File: config.mk
export PLATFORM = sky130hd
export DESIGN_NAME = zip_seq_ctrl
export DESIGN_NICKNAME = d
export VERILOG_FILES = /design/src/rtl/zip_pkg.sv /design/src/rtl/zip_rr_arb.sv /design/src/rtl/zip_seq_ctrl.sv
export SDC_FILE = /design/constraint.sdc
export NUM_CORES = 1
export LEC_CHECK = 0
export ABC_AREA = 1
export CORE_MARGIN = 4
export CORE_UTILIZATION = 48
export DETAILED_ROUTE_END_ITERATION = 8
export GPL_TIMING_DRIVEN = 0
export HOLD_SLACK_MARGIN = 0.02
export PLACE_DENSITY = 0.78
export SLEW_MARGIN = 5
export SYNTH_ARGS = -nofsm -noshare
export SYNTH_HDL_FRONTEND = slang
export SYNTH_SLANG_ARGS = --single-unit
File: constraint.sdc
create_clock -name clk -period 2.3 [get_ports clk]
set_input_delay 0.345 -clock clk [delete_from_list [all_inputs] [get_ports clk]]
set_output_delay 0.345 -clock clk [all_outputs]
set_load 0.03 [all_outputs]
File: src/rtl/zip_pkg.sv
// Shared constants, FSM state codes and the 32-bit generalized zip/unzip permutation
// used by the zip sequencer.
package zip_pkg;

    localparam int ZIP_XLEN   = 32;
    localparam int ZIP_MODE_W = 5;

    // mode[0] selects unzip order; mode[4:1] enable the 1/2/4/8-bit swap stages.
    localparam int ZIP_MODE_UNZIP = 0;
    localparam int ZIP_MODE_S1    = 1;
    localparam int ZIP_MODE_S2    = 2;
    localparam int ZIP_MODE_S4    = 3;
    localparam int ZIP_MODE_S8    = 4;

    localparam logic [1:0] ZIP_ST_IDLE = 2'd0;
    localparam logic [1:0] ZIP_ST_RUN  = 2'd1;
    localparam logic [1:0] ZIP_ST_DONE = 2'd2;

    function automatic logic [ZIP_XLEN-1:0] zip_stage(
        input logic [ZIP_XLEN-1:0] x,
        input logic [ZIP_XLEN-1:0] mask_l,
        input logic [ZIP_XLEN-1:0] mask_r,
        input int                  n
    );
        return (x & ~(mask_l | mask_r)) | ((x << n) & mask_l) | ((x >> n) & mask_r);
    endfunction

    // Each stage is self-inverse, so unzip is the zip stages applied in reverse order.
    function automatic logic [ZIP_XLEN-1:0] zip_genzip(
        input logic [ZIP_XLEN-1:0]   x,
        input logic [ZIP_MODE_W-1:0] mode
    );
        logic [ZIP_XLEN-1:0] y;
        y = x;
        if (!mode[ZIP_MODE_UNZIP]) begin
            if (mode[ZIP_MODE_S8]) y = zip_stage(y, 32'h00ff_0000, 32'h0000_ff00, 8);
            if (mode[ZIP_MODE_S4]) y = zip_stage(y, 32'h0f00_0f00, 32'h00f0_00f0, 4);
            if (mode[ZIP_MODE_S2]) y = zip_stage(y, 32'h3030_3030, 32'h0c0c_0c0c, 2);
            if (mode[ZIP_MODE_S1]) y = zip_stage(y, 32'h4444_4444, 32'h2222_2222, 1);
        end else begin
            if (mode[ZIP_MODE_S1]) y = zip_stage(y, 32'h4444_4444, 32'h2222_2222, 1);
            if (mode[ZIP_MODE_S2]) y = zip_stage(y, 32'h3030_3030, 32'h0c0c_0c0c, 2);
            if (mode[ZIP_MODE_S4]) y = zip_stage(y, 32'h0f00_0f00, 32'h00f0_00f0, 4);
            if (mode[ZIP_MODE_S8]) y = zip_stage(y, 32'h00ff_0000, 32'h0000_ff00, 8);
        end
        return y;
    endfunction

endpackage

File: src/rtl/zip_rr_arb.sv
// Rotating-priority arbiter: grants the first valid requester at or after the pointer,
// and moves the pointer past the winner whenever a grant is taken.
module zip_rr_arb #(
    parameter int NREQ = 2,
    parameter int IDW  = 1
) (
    input  logic            clk,
    input  logic            reset,
    input  logic            i_en,
    input  logic [NREQ-1:0] i_valid,
    output logic [NREQ-1:0] o_grant,
    output logic [IDW-1:0]  o_id,
    output logic            o_any
);

    logic [IDW-1:0] r_ptr;
    int             w_idx;

    // NOTE: every output of this block gets a default first, so no path infers a latch.
    always_comb begin
        o_grant = '0;
        o_id    = '0;
        o_any   = 1'b0;
        w_idx   = 0;
        for (int off = 0; off < NREQ; off++) begin
            w_idx = int'(r_ptr) + off;
            if (w_idx >= NREQ) w_idx = w_idx - NREQ;
            if (!o_any && i_valid[w_idx[IDW-1:0]]) begin
                o_any = 1'b1;
                o_id  = w_idx[IDW-1:0];
            end
        end
        if (i_en && o_any) o_grant[o_id] = 1'b1;
    end

    always_ff @(posedge clk) begin
        if (reset) begin
            r_ptr <= '0;
        end else if (i_en && o_any) begin
            r_ptr <= (o_id == IDW'(NREQ - 1)) ? '0 : o_id + IDW'(1);
        end
    end

endmodule

File: src/rtl/zip_seq_ctrl.sv
// Sequencer owning one genzip datapath: arbitrates requesters, iterates the permutation,
// returns the result. Define ZIP_SEQ_EARLY_EXIT_EN to stop as soon as the operand recurs.
module zip_seq_ctrl
    import zip_pkg::*;
#(
    parameter int  NREQ   = 2,
    parameter int  ITER_W = 4,
    localparam int IDW    = (NREQ > 1) ? $clog2(NREQ) : 1
) (
    input  logic                         clk,
    input  logic                         reset,
    input  logic [NREQ-1:0]              req_valid,
    output logic [NREQ-1:0]              req_ready,
    input  logic [ZIP_XLEN*NREQ-1:0]     req_data,
    input  logic [ZIP_MODE_W*NREQ-1:0]   req_mode,
    input  logic [ITER_W*NREQ-1:0]       req_iters,
    output logic                         out_valid,
    input  logic                         out_ready,
    output logic [ZIP_XLEN-1:0]          out_data,
    output logic [IDW-1:0]               out_id,
    output logic [ITER_W-1:0]            out_iters,
    output logic                         out_early
);

    logic [1:0]            r_state;
    logic [ZIP_XLEN-1:0]   r_acc;
    logic [ZIP_MODE_W-1:0] r_mode;
    logic [ITER_W-1:0]     r_cnt;
    logic [ITER_W-1:0]     r_done;
    logic [IDW-1:0]        r_id;
    logic                  r_out_valid;
    logic [ZIP_XLEN-1:0]   r_out_data;
    logic [IDW-1:0]        r_out_id;
    logic [ITER_W-1:0]     r_out_iters;
    logic                  r_out_early;

    logic                  w_idle;
    logic                  w_any;
    logic                  w_take;
    logic [IDW-1:0]        w_id;
    logic [ZIP_XLEN-1:0]   w_sel_data;
    logic [ZIP_MODE_W-1:0] w_sel_mode;
    logic [ITER_W-1:0]     w_sel_iters;
    logic [ZIP_XLEN-1:0]   w_next;
    logic                  w_early_hit;
    logic                  w_last;

    zip_rr_arb #(.NREQ(NREQ), .IDW(IDW)) u_arb (
        .clk     (clk),
        .reset   (reset),
        .i_en    (w_idle),
        .i_valid (req_valid),
        .o_grant (req_ready),
        .o_id    (w_id),
        .o_any   (w_any)
    );

    assign w_idle      = (r_state == ZIP_ST_IDLE);
    assign w_take      = w_idle && w_any;
    assign w_sel_data  = req_data[ZIP_XLEN*int'(w_id) +: ZIP_XLEN];
    assign w_sel_mode  = req_mode[ZIP_MODE_W*int'(w_id) +: ZIP_MODE_W];
    assign w_sel_iters = req_iters[ITER_W*int'(w_id) +: ITER_W];
    assign w_next      = zip_genzip(r_acc, r_mode);

`ifdef ZIP_SEQ_EARLY_EXIT_EN
    logic [ZIP_XLEN-1:0] r_orig;

    always_ff @(posedge clk) begin
        if (w_take) r_orig <= w_sel_data;
    end

    // A match on the final pass is an ordinary completion, not an early one.
    assign w_early_hit = (w_next == r_orig) && (r_cnt != ITER_W'(1));
`else
    assign w_early_hit = 1'b0;
`endif

    assign w_last = (r_cnt == ITER_W'(1)) || w_early_hit;

    // NOTE: operand/count registers are always loaded at grant before use, so they carry no reset.
    always_ff @(posedge clk) begin
        if (w_take) begin
            r_acc  <= w_sel_data;
            r_mode <= w_sel_mode;
            r_cnt  <= w_sel_iters;
            r_done <= '0;
            r_id   <= w_id;
        end else if (r_state == ZIP_ST_RUN) begin
            r_acc  <= w_next;
            r_cnt  <= r_cnt - ITER_W'(1);
            r_done <= r_done + ITER_W'(1);
        end
    end

    always_ff @(posedge clk) begin
        if (reset) begin
            r_state     <= ZIP_ST_IDLE;
            r_out_valid <= 1'b0;
            r_out_data  <= '0;
            r_out_id    <= '0;
            r_out_iters <= '0;
            r_out_early <= 1'b0;
        end else begin
            case (r_state)
                ZIP_ST_IDLE: begin
                    if (w_take) begin
                        if (w_sel_iters == '0) begin
                            r_state     <= ZIP_ST_DONE;
                            r_out_valid <= 1'b1;
                            r_out_data  <= w_sel_data;
                            r_out_id    <= w_id;
                            r_out_iters <= '0;
                            r_out_early <= 1'b0;
                        end else begin
                            r_state <= ZIP_ST_RUN;
                        end
                    end
                end
                ZIP_ST_RUN: begin
                    if (w_last) begin
                        r_state     <= ZIP_ST_DONE;
                        r_out_valid <= 1'b1;
                        r_out_data  <= w_next;
                        r_out_id    <= r_id;
                        r_out_iters <= r_done + ITER_W'(1);
                        r_out_early <= w_early_hit;
                    end
                end
                ZIP_ST_DONE: begin
                    if (out_ready) begin
                        r_state     <= ZIP_ST_IDLE;
                        r_out_valid <= 1'b0;
                    end
                end
                default: r_state <= ZIP_ST_IDLE;
            endcase
        end
    end

    assign out_valid = r_out_valid;
    assign out_data  = r_out_data;
    assign out_id    = r_out_id;
    assign out_iters = r_out_iters;
    assign out_early = r_out_early;

endmodule

==> results.json <==
{
  "place_ws_ns": -0.6484,
  "wl_met3_mm": 2.206,
  "clkPwrFrac": 0.121,
  "min_period_ns": 2.207,
  "startpoint_type": "flip-flop",
  "seqCellArea_um2": 2162,
  "setup-violations-final": 0,
  "root_buffer": "clkbuf_16",
  "status": "complete, no violations",
  "pwr-share-seq": 0.241,
  "cpPeakStageDelay_ns": 0.50,
  "ys_seq_elements": 87,
  "final_max_slew_viol_count": 0,
  "dr_wl_met2_mm": 11.05,
  "min_path_cells": 2,
  "yosys_warnings": 0,
  "drt-initial-drc-count": 651,
  "drive_gt1_frac": 0.09091,
  "clk_latency_ns": 0.35,
  "path_buf_inv": 2,
  "setup.worst_path.class": "flip-flop to flip-flop",
  "start_util": 0.4889,
  "drc_errors": 0,
  "vias_per_cell": 5.594,
  "reg2reg_depth": 8,
  "min-delay-path-class": "primary input to flip-flop",
  "seq_area_frac_synth": 0.3353,
  "numPortBuffers": 125,
  "nFillCells": 1298,
  "fin_worst_skew_ns": 0.004959,
  "cp_slowest_cell": "clkbuf_1",
  "ant_nets": 0,
  "power_switching_mw": 6.444,
  "gp_congestion": 0.9831,
  "fin_hold_ws_ns": 0.3783,
  "dp_hpwl_mm": 18.90,
  "switching_share": 0.5272,
  "dieHeight_um": 123.9,
  "grt_antenna_before_repair": 0,
  "post_drt_wl_per_cell_um": 18.32,
  "grt_pass1_vias": 7147,
  "synth.cell_area_um2": 6449,
  "placed_cells": 1326,
  "worst_pin_slew_ns": 0.7554,
  "cp-end-kind": "flip-flop",
  "rsz0062_at_grt": "true",
  "clock.fmax_mhz": 453.2,
  "syn_nets": 1118,
  "numCtsBuffers": 9,
  "rows": 42,
  "num_vias": 7507,
  "cts-htree-levels": 3,
  "ir_drop_uv": 784.3,
  "grt_max_degree": 36,
  "hold_violations": 0,
  "multi_input_comb_area_um2": 3676,
  "worstPathMaxFanout": 10,
  "synth_cell_types": 33,
  "antenna_cells": 0,
  "setup_tns_ns": 0,
  "io_pins": 128,
  "die_x_um": 123.9,
  "cellPowerDensity_nw_per_um2": 1475,
  "grt_pass1_wl_mm": 37.35,
  "syn-instance-count": 1025,
  "routed_wl_mm": 24.59,
  "layout_setup_ws_ns": 0.09323,
  "fin_cells": 1342,
  "relSlewSlack": 0.4964,
  "grt_remaining_overflow": 0,
  "dieArea_um2": 15350,
  "drt_pass1_iterations": 6,
  "cap_viol_max_count": 0,
  "combPwrFrac": 0.638,
  "syn2layout_area_growth_pct": 28.50,
  "crit_chain": "clkinv_1 > clkbuf_1 > nand3_1 > nand3_1 > nand2_1 > a21oi_1 > nor2_1 > nor2_1",
  "grtUsageTotal": 0.3235,
  "clockBufferDepth": 2,
  "fin_nets": 1254,
  "cp_data_arrival_time_ns": 2.50,
  "syn_area_per_cell_um2": 6.291,
  "period_share": 0.9595,
  "cp_data_required_time_ns": 2.59,
  "fp.coreArea_um2": 13190,
  "clk_pin_slew_ns": 0.07,
  "internal_power_mw": 5.780,
  "critPathTopFamily": "buffers and inverters",
  "cp.depth": 8,
  "clock-sinks": 87,
  "cts_tree": "built",
  "drt-met1-wl_mm": 9.596,
  "routed.top_layer": "met4",
  "p_leak_nw": 3.717
}
cells by family (layout without fill, tap and decap cells):
group	after synthesis	in the layout	share of synthesized area
muxes	3	3	0.004657
buffers and inverters	157	298	0.09895
other	1	1	0.0005815
and+or+nand+nor	576	576	0.3838
DFF	87	87	0.3353
adders and majority gates	6	6	0.01164
xor gates and xnor gates	2	2	0.002717
AOI/OAI and AO/OA	193	193	0.1624
registers in the layout (all words and copies together), names as in the netlist:
signal	cells
out_data	32
r_acc	32
r_mode	5
out_iters	4
r_cnt	4
r_done	4
r_state	2
out_id	1
out_valid	1
r_id	1
u_arb.r_ptr	1
placed cells by master, fill, tap and decap left out, drive strengths merged:
cell type / synthesis / routed
buf: 29 / 23
nor2: 85 / 85
nor3: 2 / 2
clkinv: 3 / 3
nor2b: 1 / 1
clkbuf: 43 / 60
ha: 6 / 6
conb: 1 / 1
o21a: 2 / 2
xnor2: 2 / 2
edfxtp: 42 / 42
nand4: 30 / 30
dlymetal6s2s: 0 / 1
nand3: 90 / 90
o211ai: 25 / 25
a21oi: 63 / 63
or2: 41 / 41
a31oi: 4 / 4
o22ai: 1 / 1
mux2i: 3 / 3
clkdlybuf4s15: 0 / 1
dfxtp: 45 / 45
clkinvlp: 0 / 1
o21ai: 98 / 98
nand2: 327 / 327
clkdlybuf4s50: 0 / 122
inv: 82 / 87
layout make-up:
type	count	share of cell area
buffer	69	0.04137
clock inverter	6	0.005889
sequential	87	0.2609
tap	176	0.02657
timing repair buffer	128	0.1539
inverter	85	0.03896
multi-input combinational	781	0.4436
clock buffer	10	0.02884
Yosys cell counts:
master	number	area [um^2]
nand4_1	30	187.7
buf_2	17	85.08
o211ai_1	25	187.7
buf_4	1	7.510
a21oi_1	61	305.3
nand2_1	325	1220
or2_0	5	31.28
o21ai_1	1	5.000
clkbuf_2	1	5.000
dfxtp_1	45	900.9
o21ai_0	97	485.5
a31oi_1	4	25.02
o22ai_1	1	6.260
nand3_4	1	17.52
buf_6	3	33.78
nor2_1	85	319.1
inv_1	80	300.3
ha_1	6	75.07
or2_2	36	225.2
conb_1	1	3.750
o21a_1	2	15.01
clkinv_1	3	11.26
nor2b_1	1	6.260
a21oi_2	2	17.52
nor3_1	2	10.01
clkbuf_1	42	157.7
nand3_1	89	445.4
mux2i_1	3	30.03
edfxtp_1	42	1261
nand2_2	2	12.51
buf_1	8	30.03
inv_2	2	7.510
xnor2_1	2	17.52
what timing repair did:
action | CTS | global route
hold buffers | 0 | 0
pin swaps | 0 | 0
setup buffers | 1 | 2
gates resized for setup | 17 | 32
endpoints found under the setup margin | 41 | 89
hold endpoints to repair | 0 | 0
power groups by stage:
stage          clock network (mW)  logic (mW)  registers, mW
2_1_floorplan                   0        4.78           3.14
3_3_place_gp                    0        7.42           2.95
3_5_place_dp                    0        7.47           2.96
4_1_cts                      1.48        7.55           2.93
5_1_grt                      1.55        8.62           2.99
6_report                     1.48        7.80           2.94
worst paths after layout:
kind | from | to | slack (ns)
setup reg to reg | r_mode[2] | out_data[25] | 0.09
hold reg to reg | out_valid | out_valid | 0.47
setup / recovery | r_mode[2] | out_data[25] | 0.09
hold / removal | reset | out_data[0] | 0.38
worst register-to-register path: stages, from the launching register on:
cell,delay (ns)
edfxtp_1,0.45
clkinv_1,0.26
clkbuf_1,0.50
nand3_1,0.20
nand3_1,0.12
nand2_1,0.09
a21oi_1,0.32
nor2_1,0.11
nor2_1,0.12
metrics by stage:
stage,total power [mW],area (um^2),utilization
2_1_floorplan,7.929,6451,-
3_3_place_gp,10.37,7923,0.6006
3_5_place_dp,10.43,7923,0.6006
4_1_cts,11.96,8234,0.6243
5_1_grt,13.16,8287,0.6282
6_report,12.22,8287,0.6282
routing by layer:
| layer | vias up | GRT usage |
|---|---|---|
| li1 | 3642 | - |
| met1 | 3326 | 0.3959 |
| met2 | 439 | 0.5123 |
| met3 | 100 | 0.05722 |
| met4 | 0 | 0.2327 |
| met5 | - | 0 |
No activity file was read; power rests on OpenSTA's default activity.
